--- src/rtl/timing_pkg.sv ---
// Shared codes and types for the phase timer: selector/interval codes, FSM
// state encoding and the countdown width.
package timing_pkg;

  localparam int unsigned DurW   = 5;
  localparam int unsigned ParamW = 4;

  // time_param_selector codes
  localparam logic [1:0] SelBase     = 2'd0;
  localparam logic [1:0] SelExt      = 2'd1;
  localparam logic [1:0] SelYel      = 2'd2;
  localparam logic [1:0] SelDefaults = 2'd3;

  // interval_sel codes
  localparam logic [1:0] IntBase   = 2'd0;
  localparam logic [1:0] IntExt    = 2'd1;
  localparam logic [1:0] IntYel    = 2'd2;
  localparam logic [1:0] IntBaseX2 = 2'd3;

  typedef enum logic [1:0] {
    StIdle = 2'd0,
    StRun  = 2'd1,
    StDone = 2'd2
  } state_e;

  // A programmed duration of zero is stored as one second.
  function automatic logic [ParamW-1:0] min_one(input logic [ParamW-1:0] v);
    return (v == '0) ? ParamW'(1) : v;
  endfunction

endpackage

--- src/rtl/phase_timer_scheduler_if.sv ---
// Operator/FSM-facing signal bundle of the phase timer. The master side is the
// light-sequencing FSM plus operator inputs; the slave side is the timer.
// With TIMER_READBACK_EN defined, remaining/param_rdata readback is added.
interface phase_timer_scheduler_if;

  logic       reprogram;
  logic [1:0] time_param_selector;
  logic [3:0] time_value;
  logic       start_timer;
  logic [1:0] interval_sel;
  logic       busy;
  logic       expired;
  logic       restart;
  logic       tick;
`ifdef TIMER_READBACK_EN
  logic [4:0] remaining;
  logic [3:0] param_rdata;

  modport master (
    output reprogram, time_param_selector, time_value, start_timer, interval_sel,
    input  busy, expired, restart, tick, remaining, param_rdata
  );

  modport slave (
    input  reprogram, time_param_selector, time_value, start_timer, interval_sel,
    output busy, expired, restart, tick, remaining, param_rdata
  );
`else
  modport master (
    output reprogram, time_param_selector, time_value, start_timer, interval_sel,
    input  busy, expired, restart, tick
  );

  modport slave (
    input  reprogram, time_param_selector, time_value, start_timer, interval_sel,
    output busy, expired, restart, tick
  );
`endif

endinterface

--- src/rtl/sec_prescaler.sv ---
// Modulo-ClkDiv counter producing a one-cycle tick on terminal count.
// Synchronous clear has priority over counting.
module sec_prescaler #(
  parameter int unsigned ClkDiv = 4
) (
  input  logic clk_i,
  input  logic rst_ni,
  input  logic clr_i,
  input  logic en_i,
  output logic tick_o
);

  localparam int unsigned    CntW    = $clog2(ClkDiv);
  localparam logic [CntW-1:0] TermCnt = CntW'(ClkDiv - 1);

  logic [CntW-1:0] cnt_q, cnt_d;

  assign tick_o = en_i && (cnt_q == TermCnt);

  // Next count: clear, wrap on terminal count, or increment while enabled.
  always_comb begin
    cnt_d = cnt_q;
    if (clr_i) begin
      cnt_d = '0;
    end else if (en_i) begin
      cnt_d = tick_o ? '0 : cnt_q + 1'b1;
    end
  end

  // Counter register.
  always_ff @(posedge clk_i or negedge rst_ni) begin
    if (!rst_ni) begin
      cnt_q <= '0;
    end else begin
      cnt_q <= cnt_d;
    end
  end

endmodule

--- src/rtl/phase_timer_scheduler.sv ---
// Phase duration store and single countdown timer for the light-sequencing FSM.
// Reprogram aborts any countdown and pulses restart; expired pulses once per
// completed countdown. Define TIMER_READBACK_EN to add remaining/param_rdata.
module phase_timer_scheduler
  import timing_pkg::*;
#(
  parameter int unsigned CLK_DIV  = 4,
  parameter logic [3:0]  DEF_BASE = 4'd6,
  parameter logic [3:0]  DEF_EXT  = 4'd3,
  parameter logic [3:0]  DEF_YEL  = 4'd2
) (
  input logic                     clock,
  input logic                     reset,
  phase_timer_scheduler_if.slave  bus
);

  logic [ParamW-1:0] base_q, base_d, ext_q, ext_d, yel_q, yel_d;
  state_e            state_q, state_d;
  logic [DurW-1:0]   cnt_q, cnt_d;
  logic [DurW-1:0]   dur;
  logic              restart_q, expired_q;
  logic              load, tick, run;

  assign run = (state_q == StRun);

  // Duration requested by interval_sel, from the current parameter registers.
  always_comb begin
    dur = {1'b0, base_q};
    unique case (bus.interval_sel)
      IntBase:   dur = {1'b0, base_q};
      IntExt:    dur = {1'b0, ext_q};
      IntYel:    dur = {1'b0, yel_q};
      IntBaseX2: dur = {base_q, 1'b0};
      default:   dur = {1'b0, base_q};
    endcase
  end

  // Parameter register writes; selector 3 restores every default.
  always_comb begin
    base_d = base_q;
    ext_d  = ext_q;
    yel_d  = yel_q;
    if (bus.reprogram) begin
      unique case (bus.time_param_selector)
        SelBase: base_d = min_one(bus.time_value);
        SelExt:  ext_d  = min_one(bus.time_value);
        SelYel:  yel_d  = min_one(bus.time_value);
        default: begin
          base_d = DEF_BASE;
          ext_d  = DEF_EXT;
          yel_d  = DEF_YEL;
        end
      endcase
    end
  end

  // FSM next state and countdown; a reprogram overrides everything else.
  always_comb begin
    state_d = state_q;
    cnt_d   = cnt_q;
    load    = 1'b0;
    unique case (state_q)
      StIdle: begin
        if (bus.start_timer) begin
          state_d = StRun;
          cnt_d   = dur;
          load    = 1'b1;
        end
      end
      StRun: begin
        if (bus.start_timer) begin
          cnt_d = dur;
          load  = 1'b1;
        end else if (tick) begin
          cnt_d = cnt_q - 1'b1;
          if (cnt_q == DurW'(1)) begin
            state_d = StDone;
          end
        end
      end
      StDone: begin
        state_d = StIdle;
        if (bus.start_timer) begin
          state_d = StRun;
          cnt_d   = dur;
          load    = 1'b1;
        end
      end
      default: state_d = StIdle;
    endcase
    if (bus.reprogram) begin
      state_d = StIdle;
      cnt_d   = '0;
      load    = 1'b0;
    end
  end

  // Prescaler is held at zero outside RUN and restarted on every load.
  sec_prescaler #(
    .ClkDiv (CLK_DIV)
  ) u_sec_prescaler (
    .clk_i  (clock),
    .rst_ni (reset),
    .clr_i  (load | ~run),
    .en_i   (run),
    .tick_o (tick)
  );

  // State, countdown, parameter and pulse registers.
  always_ff @(posedge clock or negedge reset) begin
    if (!reset) begin
      state_q   <= StIdle;
      cnt_q     <= '0;
      base_q    <= DEF_BASE;
      ext_q     <= DEF_EXT;
      yel_q     <= DEF_YEL;
      restart_q <= 1'b0;
      expired_q <= 1'b0;
    end else begin
      state_q   <= state_d;
      cnt_q     <= cnt_d;
      base_q    <= base_d;
      ext_q     <= ext_d;
      yel_q     <= yel_d;
      restart_q <= bus.reprogram;
      // The DONE cycle is always reported, even if a reprogram arrives in it.
      expired_q <= (state_q == StDone);
    end
  end

  assign bus.busy    = run;
  assign bus.expired = expired_q;
  assign bus.restart = restart_q;
  assign bus.tick    = tick;

`ifdef TIMER_READBACK_EN
  assign bus.remaining = cnt_q;

  // Readback of the register addressed by the selector.
  always_comb begin
    bus.param_rdata = '0;
    unique case (bus.time_param_selector)
      SelBase: bus.param_rdata = base_q;
      SelExt:  bus.param_rdata = ext_q;
      SelYel:  bus.param_rdata = yel_q;
      default: bus.param_rdata = '0;
    endcase
  end
`endif

endmodule

--- src/flat_wrapper.sv ---
// flat-port wrapper written by rule: the top's interface ports become plain ports
module phase_timer_scheduler_flat import timing_pkg::*;
#(
  parameter int unsigned CLK_DIV  = 4,
  parameter logic [3:0]  DEF_BASE = 4'd6,
  parameter logic [3:0]  DEF_EXT  = 4'd3,
  parameter logic [3:0]  DEF_YEL  = 4'd2
)
  (clock, reset, bus_reprogram, bus_time_param_selector, bus_time_value, bus_start_timer, bus_interval_sel, bus_busy, bus_expired, bus_restart, bus_tick);
  phase_timer_scheduler_if bus_i ();
  input logic clock;
  input logic reset;
  input wire logic [$bits(bus_i.reprogram)-1:0] bus_reprogram;
  input wire logic [$bits(bus_i.time_param_selector)-1:0] bus_time_param_selector;
  input wire logic [$bits(bus_i.time_value)-1:0] bus_time_value;
  input wire logic [$bits(bus_i.start_timer)-1:0] bus_start_timer;
  input wire logic [$bits(bus_i.interval_sel)-1:0] bus_interval_sel;
  output wire logic [$bits(bus_i.busy)-1:0] bus_busy;
  output wire logic [$bits(bus_i.expired)-1:0] bus_expired;
  output wire logic [$bits(bus_i.restart)-1:0] bus_restart;
  output wire logic [$bits(bus_i.tick)-1:0] bus_tick;
  assign bus_i.reprogram = bus_reprogram;
  assign bus_i.time_param_selector = bus_time_param_selector;
  assign bus_i.time_value = bus_time_value;
  assign bus_i.start_timer = bus_start_timer;
  assign bus_i.interval_sel = bus_interval_sel;
  assign bus_busy = bus_i.busy;
  assign bus_expired = bus_i.expired;
  assign bus_restart = bus_i.restart;
  assign bus_tick = bus_i.tick;
  phase_timer_scheduler #(.CLK_DIV(CLK_DIV), .DEF_BASE(DEF_BASE), .DEF_EXT(DEF_EXT), .DEF_YEL(DEF_YEL)) u_core (.clock(clock), .reset(reset), .bus(bus_i));
endmodule
--- config.mk ---
export PLATFORM = sky130hd
export DESIGN_NAME = phase_timer_scheduler_flat
export DESIGN_NICKNAME = d
export VERILOG_FILES = /design/src/rtl/timing_pkg.sv /design/src/rtl/phase_timer_scheduler_if.sv /design/src/rtl/sec_prescaler.sv /design/src/rtl/phase_timer_scheduler.sv /design/src/flat_wrapper.sv
export SDC_FILE = /design/constraint.sdc
export NUM_CORES = 1
export LEC_CHECK = 0
export ABC_AREA = 1
export BUFFER_PORTS_ARGS = -buffer_cell sky130_fd_sc_hd__buf_2
export CORE_UTILIZATION = 35
export CTS_BUF_LIST = sky130_fd_sc_hd__clkbuf_4
export DETAILED_ROUTE_END_ITERATION = 7
export GPL_TIMING_DRIVEN = 0
export HOLD_SLACK_MARGIN = 0.05
export PLACE_DENSITY = 0.63
export SETUP_SLACK_MARGIN = 0.5
export SLEW_MARGIN = 15
export SYNTH_ARGS = -nofsm -noshare
export SYNTH_HDL_FRONTEND = slang
export SYNTH_SLANG_ARGS = --single-unit
export TNS_END_PERCENT = 50
--- constraint.sdc ---
create_clock -name clock -period 3.4 [get_ports clock]
set_input_delay 0 -clock clock [delete_from_list [all_inputs] [get_ports clock]]
set_output_delay 0 -clock clock [all_outputs]
set_load 0.005 [all_outputs]
; ---- After elaboration in Yosys (flattened, before gate mapping)
; Index checks and enable logic that the tools add are counted.
[totals]
wordCells = 70
input_bits = 12
out_inout_bits = 4
regBits = 23
[classes]
eq_ne = 15
n_mux = 23
n_reduce_logical = 17
bitwise = 5
addsub = 2
[ops]
columns = op, n
row1 = $pmux 4 s2, 3
row2 = $mux 5, 4
row3 = $pmux 5 s4, 1
row4 = $mux 2, 8
row5 = $ne 3x3->1 const B, 4
row6 = $eq 2x2->1 const B, 5
row7 = $pmux 5 s2, 1
row8 = $reduce_or 2->1, 4
row9 = $eq 2x1->1 const B, 3
row10 = $logic_not 2->1, 3
row11 = $pmux 2 s3, 1
row12 = $reduce_and 2->1, 3
row13 = $eq 5x1->1 const B, 1
row14 = $sub 5x1->5 const B, 1
row15 = $logic_not 4->1, 1
row16 = $mux 1, 4
row17 = $mux 4, 1
row18 = $ne 4x4->1 const B, 1
row19 = $not 1->1, 4
row20 = $reduce_and 4->1, 1
row21 = $ne 3x1->1 const B, 1
row22 = $reduce_and 3->1, 1
row23 = $reduce_bool 3->1, 1
row24 = $reduce_or 3->1, 1
row25 = other kinds (4), 4

; ---- Depth between registers and ports, before layout
[depth]
word_depth = 6
mapped_depth = 8
depth_no_buf = 8

; ---- Modules after synthesis
; A second synthesis with hierarchy kept.
[unflattened]
cells_unflattened = 186
hier_area_um2 = 1371.3
[modules_own_cells]
columns = mod, seq_area_each_um2, cells_each, n_inst, area_each_um2
row1 = phase_timer_scheduler, 531.8, 170, 1, 1253.7
row2 = sec_prescaler, 50.0, 16, 1, 117.6

; ---- Least setup slack after synthesis
; Ideal clock, no wire load.
[synth_path]
path_kind = flip-flop to flip-flop
from = reg u_core.u_sec_prescaler.cnt_q[0]
to = reg u_core.cnt_q[1]
setup_ps = 116
t_required_ps = 3284
synth_period_minus_slack_ps = 1105
n_path_buf = 0
stages_incl_launch_ff = 8
arrival_time_ps = 989
slack_ps = 2295
path_cell_list = dfrtp_1 ha_1 inv_1 o21ai_0 nand3_1 inv_1 nand2_1 nand2_1
[synth_via]
elab_chain_len = 4
[synth_rtl]
columns = element, line_no
row1 = from (decl), sec_prescaler.sv:16  ; logic [CntW-1:0] cnt_q, cnt_d;
row2 = from (signal assigned), sec_prescaler.sv:35  ; cnt_q <= cnt_d;
row3 = $eq 2x2->1, sec_prescaler.sv:18  ; assign tick_o = en_i && (cnt_q == TermCnt);
row4 = $logic_and 1x1->1, sec_prescaler.sv:18
row5 = $ne 4x4->1 (no source line), n/a
row6 = $reduce_and 3->1 (no source line), n/a
row7 = to (signal assigned), phase_timer_scheduler.sv:121  ; cnt_q <= cnt_d;
row8 = to (decl), phase_timer_scheduler.sv:19  ; logic [DurW-1:0] cnt_q, cnt_d;
; No other way between the ends.
; A chain may end at the register's enable or synchronous reset.

; ---- Worst setup path in the final report
[layout_path]
from = in bus_time_param_selector[1]
to = reg u_core.yel_q[3]
[layout_via]
elab_chain_len = 4
word_cells_on_any_way = 7
classes_between = 2 x eq/ne / 1 x mux / 1 x bitwise / 3 x reduce/logical
[layout_rtl]
columns = element, line_no
row1 = from (decl), flat_wrapper.sv:14  ; input wire logic [$bits(bus_i.time_param_selector)-1:0] bus_time_param_selector;
row2 = $eq 2x1->1 or $logic_not 2->1 (tied branches), phase_timer_scheduler.sv:44  ; unique case (bus.time_param_selector)
row3 = $reduce_or 2->1 (no source line), n/a
row4 = $not 1->1 (no source line), n/a
row5 = $reduce_and 2->1 (no source line), n/a
row6 = to (signal assigned), phase_timer_scheduler.sv:124  ; yel_q <= yel_d;
row7 = to (decl), phase_timer_scheduler.sv:17  ; logic [ParamW-1:0] base_q, base_d, ext_q, ext_d, yel_q, yel_d;
; Several ways; a longest one is shown, not always the timed one.

==> implementation parameters <==
Parameter                              Value

Timing
  Post-Route Skew ... approximately 0.0097 ns
  Hold Slack ... 0.0473 ns
  Final count of negative-setup-slack endpoints ... 0
  Final Hold Fails ... 0
  Number of max-slew violations in the final report ... 0
  Maximum frequency from static timing analysis ... between 700 and 800 MHz
  Total negative setup slack ... 0 ns
  RSZ-0062 raised after global routing ... false
  Worst Setup Slack, final ... ~2.1 ns
  Final cycle utilization of the critical path ... 0.380
  Min Tclk post-route ... roughly 1.3 ns
  Slew headroom ... 0.667
  Measured slew at the worst slew-check pin ... roughly 0.5 ns

Route
  Number of iterations in the first detailed-routing pass ... 4
  Number of nets still failing antenna checks after routing ... 0
  DRC ... 0
  Post-detailed-route via-to-cell ratio ... ~4.7
  Via count ... approximately 1100
  Average wire length per cell after detail routing ... between 10 and 15 um
  DRT Wirelength ... approximately 2600 um
  Number of violations reported at the end of detailed-routing iteration 0 ... 63

Synthesis
  Number of library cell types mapped by synthesis ... 22
  Synthesis Warnings ... 0
  Share of the yosys chip area belonging to registers ... 0.454
  Flip-flop and latch count after synthesis ... 23
  Multiplexer share of the synthesized area ... 0
  Post-synthesis async set-or-reset flop share ... 1.00
  Most used flip-flop cell after synthesis ... dfrtp_1
  Area fraction of the dominant cell type after synthesis ... 0.351
  Simple-gate share of the synthesized area ... 0.276
  Count of flip-flops with a built-in enable after synthesis ... 0
  Area share of xor/xnor cells in the synthesized design ... 0
  Cell Area, Synth ... 1280 sq um
  Mean post-synth cell area ... approximately 7.7 sq um
  Adder-cell share of the synthesized area ... 0.0585
  Cell types occupying the most area after synthesis ... dfrtp_1 (35%), nand2_1 (11%), dfstp_2 (10%), nand3_1 (8.2%), inv_1 (7.9%)
  Largest area contributor in the synthesized netlist ... dfrtp_1
  Number of instances in the synthesized netlist ... 167
  Share of the synthesized area in compound gates (AO/OA/AOI/OAI) ... 0.115
  Largest family of logic cells by synthesized area ... simple AND/OR/NAND/NOR gates
  Net count of the mapped netlist ... 185

Die
  Starting density of the core ... 0.375
  Overall die height ... 62.5 um
  Std-Cell Rows ... 21
  Number of top-level pins ... 16
  Placeable core region ... 3420 sq um
  DIE AREA ... 3910 sq um
  Die Span X ... 62.5 um

Critical path
  Critical Path End Type ... flip-flop
  Setup Crit Path Kind ... primary input to flip-flop
  Critical path launch point type ... primary input
  Endpoint of the lowest-slack register-to-register path ... u_core.cnt_q[4]
  CP Launch Point ... bus_time_param_selector[1]
  Req. time, crit path ... about 3.6 ns
  Worst-path maximum fanout ... 5
  Worst R2R Path Depth ... 7
  Critical register-to-register path startpoint ... u_core.u_sec_prescaler.cnt_q[0]
  Timing endpoint of the critical path ... u_core.yel_q[3]
  Reg2reg setup slack ... ~2.2 ns
  Data arrival time of the worst path ... approximately 1.5 ns

Global routing
  GRT Total Usage ... 0.143
  Global-route wire length before repair ... about 4500 um
  Number of global-route vias before repair ... around 1100
  Pin count of the biggest net entering global routing ... 24
  Number of antenna violations at the first check in global routing ... 0
  Grt total ovfl ... 0

Hold path
  Worst min path class ... primary input to flip-flop
  Number of cells traversed by the worst hold path ... 4

CTS
  TritonCTS Buffers ... 3
  CTS tree ... yes
  Number of gates resized after cts ... 0
  Longest Clk Path Bufs ... 2
  Source-to-sink clock delay at the later pin of the worst-skew pair ... 0.30 ns
  Clk pin slew, worst setup/hold paths ... between 0.1 and 0.15 ns
  Sinks on Clock Net ... 23
  Clock root buffer ... clkbuf_4
  Number of levels in the clock H-tree ... 1

Finish
  # nets final ... around 210
  Share of cells above drive strength 1 ... 0.156
  Count of antenna diodes in the layout ... 0
  Filler Cells Inserted ... approximately 360
  Cell area after layout ... around 1500 sq um
  Sequential cell area ... roughly 580 sq um
  Synth-to-layout area growth ... 18.1%
  Most frequent standard cell in the layout excluding fill and tap cells ... nand2_1
  Highest-count cells in the layout ignoring fill and taps ... nand2_1 (37), inv_1 (27), nand3_1 (21)
  Area of the multi-input gates ... ~580 sq um

Place
  Placer congestion estimate ... about 0.81
  Area of placed instances ... roughly 1400 sq um
  HPWL Detailed ... between 1500 and 2000 um
  Pre-CTS setup slack ... about 2.2 ns
  Number of buffers added on ports ... 13

Power
  Lkg Pwr ... 0.805 nW
  Worst VDD drop ... between 0.15 and 0.2 mV
  PwrDens ... approximately 370 nW/um^2

Run
  Maxcap violations ... 0

Outcome
  Run status ... completed
## state kept, by name, indices dropped and copies added (netlist names)
register / flops
u_core.cnt_q: 5
u_core.base_q: 4
u_core.ext_q: 4
u_core.yel_q: 4
u_core.state_q: 2
u_core.u_sec_prescaler.cnt_q: 2
u_core.bus.expired: 1
u_core.bus.restart: 1
## synthesized netlist by cell type (all sizes together), types with 3 or more instances
cell type / count
nand3: 21
a21oi: 4
o21ai: 9
inv: 29
ha: 6
dfstp: 5
o22ai: 3
o21bai: 3
nand2: 37
a31oi: 3
nor3: 3
dfrtp: 18
buf: 3
nor2: 17
## repair_timing
| item | in CTS | in global routing |
|---|---|---|
| hold endpoints to repair | 38 | 0 |
| setup endpoints to repair | 0 | 0 |
| hold buffers | 8 | 0 |
| setup buffers | 0 | 0 |
## area by class of cell
cell class | instances | share of cell area
well taps | 46 | 0.0380
clock buffers | 4 | 0.0198
flip-flops and latches | 23 | 0.384
repair buffers | 21 | 0.0958
plain buffers | 3 | 0.00991
multi-input cells | 112 | 0.381
inverters | 29 | 0.0718
## through the flow
| step | util | std cells | power [mW] |
|---|---|---|---|
| finish | 0.444 | 238 | 0.556 |
| global route | 0.444 | 238 | 0.593 |
| CTS | 0.444 | 238 | 0.563 |
| detailed placement | 0.411 | 226 | 0.422 |
| global placement | 0.411 | 226 | 0.421 |
| floorplan | - | 167 | 0.389 |
## worst min-delay path by stage
stage	end	start	slack (ns)
detailed placement	u_core.cnt_q[4]	reset	0.005
global route	u_core.ext_q[2]	bus_time_param_selector[0]	0.06
CTS	u_core.ext_q[2]	bus_time_param_selector[0]	0.06
floorplan	u_core.base_q[0]	reset	-0.30
finish	u_core.ext_q[2]	bus_time_param_selector[0]	0.05
global placement	u_core.bus.expired	reset	0.004
## report_power, final
group / internal [mW] / leakage, nW / switching, mW
Combinational: 0.0445 / 0.493 / 0.0671
Sequential: 0.298 / 0.293 / 0.0138
Clock: 0.0537 / 0.0184 / 0.0792
## routing by layer
metal | GRT usage | wire length (um) | up-vias
met5 | 0 | 0 | -
met4 | 0.0349 | 21 | 0
met3 | 0.0237 | 74 | 2
li1 | - | - | 583
met2 | 0.255 | 1240 | 23
met1 | 0.179 | 1240 | 515
## critical path, stage by stage
cell and delay [ns]:
dlygate4sd3_1 0.52, buf_2 0.10, inv_1 0.05, ha_1 0.22, nor3_2 0.33, nand2_1 0.15, o21ai_0 0.16
## cell families (layout without fill, tap and decap cells)
kind of cell,Yosys count,in the layout
compound gates,25,25
fa+ha+maj,6,6
buf+inv,32,57
flops,23,23
simple gates,81,81
Note: power is estimated with default switching activity, not from simulation.
